File: src/rtl/knn_pkg.sv
// rtl/knn_pkg.sv - shared k-NN accelerator constants and sequencer state type
//
// Purpose: default size limits, derived counter widths and the sequencer
// state enum, shared by the sequencer, register map and datapath.
package knn_pkg;

  localparam int MAX_VEC_LEN = 256;
  localparam int MAX_TRAIN   = 1024;
  localparam int MAX_TEST    = 1024;
  localparam int MAX_K       = 16;

  // Widths hold the inclusive maximum, not just maximum-1.
  localparam int VL_W = $clog2(MAX_VEC_LEN + 1);
  localparam int TR_W = $clog2(MAX_TRAIN + 1);
  localparam int TE_W = $clog2(MAX_TEST + 1);
  localparam int K_W  = $clog2(MAX_K + 1);

  typedef enum logic [2:0] {
    S_IDLE   = 3'd0,
    S_LOAD   = 3'd1,
    S_STREAM = 3'd2,
    S_VOTE   = 3'd3,
    S_FINISH = 3'd4
  } knn_seq_state_t;

endpackage

File: src/rtl/knn_cfg_check.sv
// rtl/knn_cfg_check.sv - combinational run-configuration validator
//
// Purpose: flags a run configuration as usable before the sequencer accepts it.
// Ports:
//   i_vec_len, i_num_train, i_num_test, i_k : candidate run configuration
//   o_cfg_ok                                : 1 when every field is in range
module knn_cfg_check #(
  parameter int MAX_VEC_LEN = knn_pkg::MAX_VEC_LEN,
  parameter int MAX_TRAIN   = knn_pkg::MAX_TRAIN,
  parameter int MAX_TEST    = knn_pkg::MAX_TEST,
  parameter int MAX_K       = knn_pkg::MAX_K,
  parameter int VL_W        = $clog2(MAX_VEC_LEN + 1),
  parameter int TR_W        = $clog2(MAX_TRAIN + 1),
  parameter int TE_W        = $clog2(MAX_TEST + 1),
  parameter int K_W         = $clog2(MAX_K + 1)
) (
  input  logic [VL_W-1:0] i_vec_len,
  input  logic [TR_W-1:0] i_num_train,
  input  logic [TE_W-1:0] i_num_test,
  input  logic [K_W-1:0]  i_k,
  output logic            o_cfg_ok
);
  import knn_pkg::*;

  // k is compared against the train count, so bring it to the train width.
  logic [TR_W-1:0] w_k_ext;
  assign w_k_ext = TR_W'(i_k);

  assign o_cfg_ok = (i_vec_len   != '0) &&
                    (i_num_train != '0) &&
                    (i_num_test  != '0) &&
                    (i_k         != '0) &&
                    (w_k_ext     <= i_num_train) &&
                    (i_k         <= K_W'(MAX_K)) &&
                    (i_vec_len   <= VL_W'(MAX_VEC_LEN)) &&
                    (i_num_train <= TR_W'(MAX_TRAIN)) &&
                    (i_num_test  <= TE_W'(MAX_TEST));

endmodule

File: src/rtl/knn_sequencer.sv
// rtl/knn_sequencer.sv - k-NN run sequencer: FIFO pops and datapath strobes
//
// Purpose: on an accepted start, buffers each test vector, streams every train
// vector against it, then triggers one k-vote per test vector.
// Ports:
//   i_clk, i_rst                 : clock, synchronous active-high reset
//   i_start, i_cfg_*             : run request and configuration
//   o_busy, o_done, o_cfg_err    : run status (done/cfg_err are 1-cycle pulses)
//   i_*_empty, o_*_pop           : show-ahead test/train/label FIFO handshakes
//   i_dp_ready                   : datapath can take an element this cycle
//   o_dp_buf_wr, o_dp_elem_valid : test-buffer write / train element strobe
//   o_dp_buf_addr, o_dp_first,
//   o_dp_last, o_dp_train_idx    : element position within the current vector
//   o_dp_vote_start, i_dp_vote_done : per-test-vector vote handshake
module knn_sequencer #(
  parameter int MAX_VEC_LEN = knn_pkg::MAX_VEC_LEN,
  parameter int MAX_TRAIN   = knn_pkg::MAX_TRAIN,
  parameter int MAX_TEST    = knn_pkg::MAX_TEST,
  parameter int MAX_K       = knn_pkg::MAX_K,
  parameter int VL_W        = $clog2(MAX_VEC_LEN + 1),
  parameter int TR_W        = $clog2(MAX_TRAIN + 1),
  parameter int TE_W        = $clog2(MAX_TEST + 1),
  parameter int K_W         = $clog2(MAX_K + 1)
) (
  input  logic            i_clk,
  input  logic            i_rst,
  input  logic            i_start,
  input  logic [VL_W-1:0] i_cfg_vec_len,
  input  logic [TR_W-1:0] i_cfg_num_train,
  input  logic [TE_W-1:0] i_cfg_num_test,
  input  logic [K_W-1:0]  i_cfg_k,
  output logic            o_busy,
  output logic            o_done,
  output logic            o_cfg_err,
  input  logic            i_test_empty,
  output logic            o_test_pop,
  input  logic            i_train_empty,
  output logic            o_train_pop,
  input  logic            i_label_empty,
  output logic            o_label_pop,
  input  logic            i_dp_ready,
  output logic            o_dp_buf_wr,
  output logic            o_dp_elem_valid,
  output logic [VL_W-1:0] o_dp_buf_addr,
  output logic            o_dp_first,
  output logic            o_dp_last,
  output logic [TR_W-1:0] o_dp_train_idx,
  output logic            o_dp_vote_start,
  input  logic            i_dp_vote_done
);
  import knn_pkg::*;

  knn_seq_state_t r_state, w_next;

  logic [VL_W-1:0] r_vec_len;
  logic [TR_W-1:0] r_num_train;
  logic [TE_W-1:0] r_num_test;
  logic [VL_W-1:0] r_elem;
  logic [TR_W-1:0] r_train;
  logic [TE_W-1:0] r_test;
  logic            r_cfg_err;
  logic            r_vote_issued;

  logic w_cfg_ok;
  logic w_last_elem;
  logic w_last_train;
  logic w_last_test;
  logic w_fire;

  knn_cfg_check #(
    .MAX_VEC_LEN (MAX_VEC_LEN),
    .MAX_TRAIN   (MAX_TRAIN),
    .MAX_TEST    (MAX_TEST),
    .MAX_K       (MAX_K),
    .VL_W        (VL_W),
    .TR_W        (TR_W),
    .TE_W        (TE_W),
    .K_W         (K_W)
  ) u_cfg_check (
    .i_vec_len   (i_cfg_vec_len),
    .i_num_train (i_cfg_num_train),
    .i_num_test  (i_cfg_num_test),
    .i_k         (i_cfg_k),
    .o_cfg_ok    (w_cfg_ok)
  );

  // Latched config is never zero once a run is active, so the -1 is safe.
  assign w_last_elem  = (r_elem  == r_vec_len   - VL_W'(1));
  assign w_last_train = (r_train == r_num_train - TR_W'(1));
  assign w_last_test  = (r_test  == r_num_test  - TE_W'(1));

  assign o_cfg_err = r_cfg_err;

  always_comb begin
    w_next          = r_state;
    w_fire          = 1'b0;
    o_busy          = 1'b0;
    o_done          = 1'b0;
    o_test_pop      = 1'b0;
    o_train_pop     = 1'b0;
    o_label_pop     = 1'b0;
    o_dp_buf_wr     = 1'b0;
    o_dp_elem_valid = 1'b0;
    o_dp_buf_addr   = '0;
    o_dp_first      = 1'b0;
    o_dp_last       = 1'b0;
    o_dp_train_idx  = '0;
    o_dp_vote_start = 1'b0;
    case (r_state)
      S_IDLE: begin
        if (i_start && w_cfg_ok) w_next = S_LOAD;
      end
      S_LOAD: begin
        o_busy        = 1'b1;
        o_test_pop    = !i_test_empty;
        o_dp_buf_wr   = !i_test_empty;
        o_dp_buf_addr = r_elem;
        if (!i_test_empty && w_last_elem) w_next = S_STREAM;
      end
      S_STREAM: begin
        o_busy          = 1'b1;
        o_dp_first      = (r_elem == '0);
        o_dp_last       = w_last_elem;
        o_dp_buf_addr   = r_elem;
        o_dp_train_idx  = r_train;
        // The label is consumed with the last element, so it must be present too.
        w_fire          = !i_train_empty && i_dp_ready && (!w_last_elem || !i_label_empty);
        o_train_pop     = w_fire;
        o_dp_elem_valid = w_fire;
        o_label_pop     = w_fire && w_last_elem;
        if (w_fire && w_last_elem && w_last_train) w_next = S_VOTE;
      end
      S_VOTE: begin
        o_busy          = 1'b1;
        o_dp_vote_start = !r_vote_issued;
        if (i_dp_vote_done) w_next = w_last_test ? S_FINISH : S_LOAD;
      end
      S_FINISH: begin
        o_done = 1'b1;
        w_next = S_IDLE;
      end
      default: w_next = S_IDLE;
    endcase
  end

  always_ff @(posedge i_clk) begin
    if (i_rst) begin
      r_state       <= S_IDLE;
      r_vec_len     <= '0;
      r_num_train   <= '0;
      r_num_test    <= '0;
      r_elem        <= '0;
      r_train       <= '0;
      r_test        <= '0;
      r_cfg_err     <= 1'b0;
      r_vote_issued <= 1'b0;
    end else begin
      r_state       <= w_next;
      r_cfg_err     <= (r_state == S_IDLE) && i_start && !w_cfg_ok;
      // Set from the second VOTE cycle on, so the trigger is a single pulse.
      r_vote_issued <= (r_state == S_VOTE);
      case (r_state)
        S_IDLE: begin
          if (i_start && w_cfg_ok) begin
            r_vec_len   <= i_cfg_vec_len;
            r_num_train <= i_cfg_num_train;
            r_num_test  <= i_cfg_num_test;
            r_elem      <= '0;
            r_train     <= '0;
            r_test      <= '0;
          end
        end
        S_LOAD: begin
          if (!i_test_empty) begin
            if (w_last_elem) begin
              r_elem  <= '0;
              r_train <= '0;
            end else begin
              r_elem <= r_elem + VL_W'(1);
            end
          end
        end
        S_STREAM: begin
          if (w_fire) begin
            if (w_last_elem) begin
              r_elem  <= '0;
              r_train <= w_last_train ? '0 : r_train + TR_W'(1);
            end else begin
              r_elem <= r_elem + VL_W'(1);
            end
          end
        end
        S_VOTE: begin
          if (i_dp_vote_done && !w_last_test) r_test <= r_test + TE_W'(1);
        end
        default: ;
      endcase
    end
  end

endmodule

File: config.mk
export PLATFORM = sky130hd
export DESIGN_NAME = knn_sequencer
export DESIGN_NICKNAME = d
export VERILOG_FILES = /design/src/rtl/knn_pkg.sv /design/src/rtl/knn_cfg_check.sv /design/src/rtl/knn_sequencer.sv
export SDC_FILE = /design/constraint.sdc
export NUM_CORES = 1
export LEC_CHECK = 0
export BUFFER_PORTS_ARGS = -buffer_cell sky130_fd_sc_hd__buf_2
export CAP_MARGIN = 20
export CELL_PAD_IN_SITES_DETAIL_PLACEMENT = 0
export CELL_PAD_IN_SITES_GLOBAL_PLACEMENT = 1
export CORE_ASPECT_RATIO = 2
export CORE_MARGIN = 2
export CORE_UTILIZATION = 35
export CTS_BUF_LIST = sky130_fd_sc_hd__clkbuf_8
export CTS_CLUSTER_SIZE = 25
export DETAILED_ROUTE_END_ITERATION = 16
export PLACE_DENSITY = 0.67
export SLEW_MARGIN = 25
export SYNTH_ARGS = -nofsm -noshare
export SYNTH_HDL_FRONTEND = slang
export SYNTH_SLANG_ARGS = --single-unit
File: constraint.sdc
create_clock -name i_clk -period 3.09 [get_ports i_clk]
set_input_delay 0.309 -clock i_clk [delete_from_list [all_inputs] [get_ports i_clk]]
set_output_delay 0.309 -clock i_clk [all_outputs]
set_load 0.02 [all_outputs]
==> out/results.tsv, run 1 <==
metric	value	unit
status	complete, no violations	
ant_nets	0	
setup_ws	0.178	ns
ios	75	
maxClockFrequency	343	MHz
grt_max_degree	41	
post-route-min-period	2.91	ns
ctsHtreeMaxLevel	3	
drv_slew	0	
fin_tns_setup	0	ns
critPathMaxFanout	10	
finalNetCount	681	
track_usage	19.2	%
drv_cap	0	
finalWeightedCongestion	0.790	
finalInstanceArea	5330	um^2
syn_avg_cell_area	8.16	um^2
cts_sinks	67	
setup_viol	0	
postLayoutCoreUtil	42.2	%
cp.required	3.34	ns
dr.pass1.iters	4	
dieArea	13900	um^2
die_w	84.5	um
rsz0062_at_grt	no	
critPathCaptureType	register	
synthArstFlopShare	0	%
hold_viol	0	
syn2layout_area_growth	17.7	%
start_kind	register	
wirelength	13100	um
initial_utilization	35.9	%
synth_nets	611	
routedWlPerCell	16.7	um
num_antenna_cells	0	
cts-hold-fix-buffers	0	
core_region_area	12600	um^2
die_h	165	um
critPathKind	reg2reg	
cts_tree	yes	
synth_flop_cell	dfxtp_1	
drc	0	
power_density	494	nW/um^2
clk_latency	0.36	ns
post_drt_via_cell_ratio	5.48	
dp.cells	763	
placed_area	5080	um^2
drt_iter0_drc	142	
port_buffers	74	
syn_inst	555	
grt_pass1_wl	21300	um
syn-cell-area	4530	um^2
vias	4277	
cts.path.max_buffers	2	
totalPowerFinal	2.64	mW
finalNonFillerCells	780	
cts_buffers	9	
p_leak	2.16	nW
worstMarginPinSlew	0.843	ns
ys_types	67	
cts_root_buffer	clkbuf_8	
period_share	94.2	%
ys_seq_area_share	29.6	%
clk_pin_slew	0.09	ns
post-place-ws	0.0971	ns
grt_antenna_before_repair	0	
relSlewSlack	43.1	%
finClkSkew	0.0116	ns
hold_path_class	in2reg	
synth-edff-count	0	
rows	58	
peakVddDrop	0.343	mV
dp_hpwl	10200	um
first_global_vias	4255	
grt_overflow	0	
synth_seq_cells	67	
worstPathArrival	3.16	ns
yosysWarnings	0	
hold_slack	0.192	ns
drive_gt1_share	21.4	%
where the power goes:
| group | leakage [nW] | internal (mW) | switching [mW] |
|---|---|---|---|
| Combinational | 1.51 | 0.313 | 0.529 |
| Clock | 0.110 | 0.460 | 0.393 |
| Sequential | 0.541 | 0.897 | 0.0453 |
| Total | 2.16 | 1.67 | 0.967 |
cell families after synthesis:
family	share of synthesized area, %
multiplexers	7.32
XOR/XNOR	11.0
adder cells (fa/ha/maj)	3.31
flip-flops	29.6
AO/OA/AOI/OAI	11.0
AND/OR/NAND/NOR	32.5
buffers and inverters	5.27
critical path: stages, from the launching register on:
cell,delay [ns]
dfxtp_1,0.45
inv_1,0.07
ha_1,0.28
o21bai_1,0.22
or2_2,0.30
a221o_1,0.31
o311ai_0,0.24
a31oi_1,0.16
buf_4,0.20
nand4_4,0.15
nor4b_1,0.08
a311o_1,0.35
routing by layer:
metal / share of wire [%] / up-vias / global-route usage, %
met2: 56 / 83 / 37.6
met4: 2.1 / 0 / 7.22
met3: 3.3 / 19 / 2.70
met5: 0 / - / 0
met1: 38 / 2047 / 20.4
li1: - / 2128 / -
cell usage after synthesis, drive strengths merged, types with 2 or more instances:
library cell / count / area (um^2)
buf: 8 / 51.3
a221oi: 3 / 26.3
or2: 6 / 37.5
xor2: 25 / 219
or3b: 4 / 35.0
xnor2: 32 / 280
a311oi: 2 / 17.5
a211oi: 6 / 55.1
nor2: 73 / 274
nand4: 6 / 52.6
nor2b: 5 / 31.3
or4: 5 / 45.0
nand2b: 5 / 31.3
o2111ai: 2 / 17.5
nor3b: 6 / 45.0
nor4: 18 / 125
nor3: 29 / 150
and2: 17 / 106
a221o: 2 / 20.0
inv: 25 / 93.8
a21o: 2 / 15.0
o311ai: 3 / 26.3
or3: 8 / 50.1
and3b: 4 / 35.0
a21oi: 6 / 30.0
nand3: 24 / 120
a31oi: 9 / 56.3
dfxtp: 67 / 1340
nand3b: 3 / 22.5
nand2: 23 / 86.3
and3: 16 / 100
a2111oi: 2 / 23.8
mux2i: 32 / 320
ha: 12 / 150
o21ai: 5 / 25.0
clkbuf: 25 / 93.8
a311o: 4 / 40.0
nor4b: 11 / 96.3
worst paths after layout:
check | from | end | slack (ns) | cells after the start
worst max register to register | r_num_train[1] | r_train[6] | 0.18 | 11
worst min-delay path | i_cfg_vec_len[4] | r_vec_len[4] | 0.19 | 3
worst min register to register | r_num_test[10] | r_num_test[10] | 0.53 | 2
worst max-delay path | r_num_train[1] | r_train[6] | 0.18 | 11
cell type report:
type | instances | area [um^2]
Timing Repair Buffer | 92 | 518
Fill cell | 1335 | 7290
Multi-Input combinational cell | 430 | 2970
Inverter | 25 | 93.8
Tap cell | 150 | 188
Sequential cell | 67 | 1340
Clock inverter | 7 | 98.8
Clock buffer | 9 | 124
state kept, by name (all words and copies together) (netlist names):
name and count:
r_vec_len 9, r_elem 9, r_test 11, r_vote_issued 1, r_num_train 11, r_train 11, r_num_test 11, r_state 3
o_cfg_err 1
cell usage in the layout, fill, tap and decap left out, types with 9 or more instances in the layout:
master     n
xnor2_1   32
a31oi_1    9
nand2_1   23
xor2_1    25
and2_1    17
nor2_1    73
buf_2     74
nor4b_1   11
nor4_1    16
dfxtp_1   66
buf_4     17
and3_1    16
ha_1      12
mux2i_1   32
nor3_1    28
inv_1     25
clkbuf_8   9
nand3_1   23
repair_timing:
| action | 4_1_cts | 5_1_grt |
|---|---|---|
| buffers inserted | 0 | 1 |
| gates resized for setup | 0 | 5 |
| endpoints found under the setup margin | 0 | 6 |
(Power assumes the default switching activity.)
==> run 2: changes to the inputs <==
--- a/config.mk
+++ b/config.mk
@@ -5,17 +5,18 @@
 export SDC_FILE = /design/constraint.sdc
 export NUM_CORES = 1
 export LEC_CHECK = 0
+export ABC_AREA = 1
 export BUFFER_PORTS_ARGS = -buffer_cell sky130_fd_sc_hd__buf_2
 export CAP_MARGIN = 20
 export CELL_PAD_IN_SITES_DETAIL_PLACEMENT = 0
 export CELL_PAD_IN_SITES_GLOBAL_PLACEMENT = 1
 export CORE_ASPECT_RATIO = 2
 export CORE_MARGIN = 2
-export CORE_UTILIZATION = 35
+export CORE_UTILIZATION = 41
 export CTS_BUF_LIST = sky130_fd_sc_hd__clkbuf_8
 export CTS_CLUSTER_SIZE = 25
 export DETAILED_ROUTE_END_ITERATION = 16
-export PLACE_DENSITY = 0.67
+export PLACE_DENSITY = 0.81
 export SLEW_MARGIN = 25
 export SYNTH_ARGS = -nofsm -noshare
 export SYNTH_HDL_FRONTEND = slang
==> out/results.tsv, run 2 <==
metric	value	unit
status	complete, no violations	
busiest_layer	met2	
drv_cap	0	
syn_avg_cell_area	5.90	um^2
start_kind	register	
routedWlPerCell	14.5	um
synth_nets	917	
dp.cells	1063	
critPathMaxFanout	20	
ys_types	33	
peakVddDrop	0.307	mV
critPathKind	reg2reg	
yosysWarnings	0	
seqCellArea	1340	um^2
post-route-min-period	2.56	ns
drt_iter0_drc	200	
cts_buffers	9	
cts_sinks	67	
vias	5574	
die_w	82.7	um
cp.required	3.32	ns
ios	75	
cts_root_buffer	clkbuf_8	
finalWeightedCongestion	0.936	
cts_resized	0	
grtUsageMet3	3.41	%
multi_input_area	3160	um^2
post_drt_via_cell_ratio	5.17	
wirelength	15700	um
grt_antenna_before_repair	0	
worstMarginPinSlew	0.805	ns
finalNonFillerCells	1079	
synth_largest_area_cell	dfxtp_1	
cts-hold-fix-buffers	0	
drive_gt1_share	13.2	%
p_leak	2.73	nW
grt_pass1_wl	25100	um
syn-cell-area	5080	um^2
power_density	545	nW/um^2
first_global_vias	5509	
hold_path_class	in2reg	
synth_area_leaders	dfxtp_1, nand2_1, nor2_1	
dieArea	13400	um^2
cts_setup_buffers	0	
ys_seq_area_share	26.4	%
grt_max_degree	29	
synth_flop_cell	dfxtp_1	
core_region_area	12100	um^2
totalPowerFinal	3.17	mW
initial_utilization	41.9	%
maxClockFrequency	390	MHz
hold_viol	0	
clk_pin_slew	0.08	ns
syn2layout_area_growth	14.3	%
synth.most_common_cell	nand2_1	
dr.pass1.iters	4	
synth_seq_cells	67	
nFillCells	1349	
final_common_cell	nand2_1	
cts_tree	yes	
relSlewSlack	46.2	%
fin_tns_setup	0	ns
cts.path.max_buffers	2	
drv_slew	0	
syn_inst	861	
met2_usage	48.9	%
synth-edff-count	0	
grt_overflow	0	
ant_nets	0	
clk_latency	0.36	ns
worstPathArrival	2.79	ns
setup_viol	0	
track_usage	24.4	%
die_h	161	um
port_buffers	74	
rows	57	
dp_hpwl	12700	um
ctsHtreeMaxLevel	3	
finalNetCount	983	
final_cell_mix	nand2_1, nor2_1, inv_1, buf_2, nand3_1	
grtUsageMet1	23.5	%
critPathCaptureType	register	
num_antenna_cells	0	
finClkSkew	0.0114	ns
drc	0	
synthArstFlopShare	0	%
period_share	82.9	%
netlist_top_cells_count	nand2_1, nor2_1, inv_1	
rsz0062_at_grt	no	
synth_top_area_share	26.4	%
-- run 2: cell count changes after synthesis, sizes merged, moves of 17 or more --
cell / change
mux2i: -32
nor2: +82
nand3: +52
nor4: -17
and2: -17
inv: +89
nand2: +188
xnor2: -25
a21oi: +53
o21ai: +42
nand4: +21
-- run 2: power breakdown --
part	internal [mW]	switching, mW
logic	0.375	0.853
registers	0.932	0.0725
clock network	0.560	0.376
total	1.87	1.30
-- run 2: worst max-delay path, stage by stage, from the launching register on --
cell     delay [ns]
dfxtp_1        0.35
inv_1          0.09
ha_1           0.32
xor2_1         0.14
nand2_1        0.10
nor2_1         0.10
nand3_1        0.10
nor2_2         0.16
nand2_1        0.12
nand2_1        0.25
nand3_2        0.41
nand3_1        0.19
o21ai_1        0.09
-- run 2: worst paths after layout --
check | from | endpoint | slack [ns] | depth (start not counted)
max reg2reg | r_vec_len[0] | r_train[1] | 0.53 | 12
min | i_cfg_num_test[10] | r_num_test[10] | 0.25 | 3
max | r_vec_len[0] | r_train[1] | 0.53 | 12
min reg2reg | r_num_test[10] | r_num_test[10] | 0.46 | 2
-- run 2: final cells by class --
class / instances / share of cell area [%]
Multi-Input combinational cell: 651 / 54.5
Timing Repair Buffer: 83 / 7.54
Clock inverter: 6 / 1.94
Inverter: 115 / 7.43
Sequential cell: 67 / 23.1
Tap cell: 147 / 3.17
Clock buffer: 10 / 2.37
-- run 2: metal layers --
layer | vias to the layer above | part of all wire [%]
li1 | 2870 | -
met1 | 2582 | 37
met2 | 94 | 58
met3 | 28 | 2.6
met4 | 0 | 2.5
met5 | - | 0
-- run 2: cell families after synthesis --
| family | share of synthesized area (%) |
|---|---|
| buffers and inverters | 11.5 |
| and+or+nand+nor | 41.8 |
| adders and majority gates | 2.95 |
| DFF | 26.4 |
| xor gates and xnor gates | 6.20 |
| AOI/OAI and AO/OA | 11.2 |
-- run 2: metrics by stage --
stage | instance area (um^2) | worst slack (ns) | utilization [%] | hold slack [ns]
2_1_floorplan | 5080 | 0.984 | - | 0.435
3_3_place_gp | 5560 | 0.480 | 45.8 | 0.446
3_5_place_dp | 5560 | 0.411 | 45.8 | 0.452
4_1_cts | 5810 | 0.510 | 47.9 | 0.223
5_1_grt | 5810 | 0.235 | 47.9 | 0.249
6_report | 5810 | 0.529 | 47.9 | 0.246
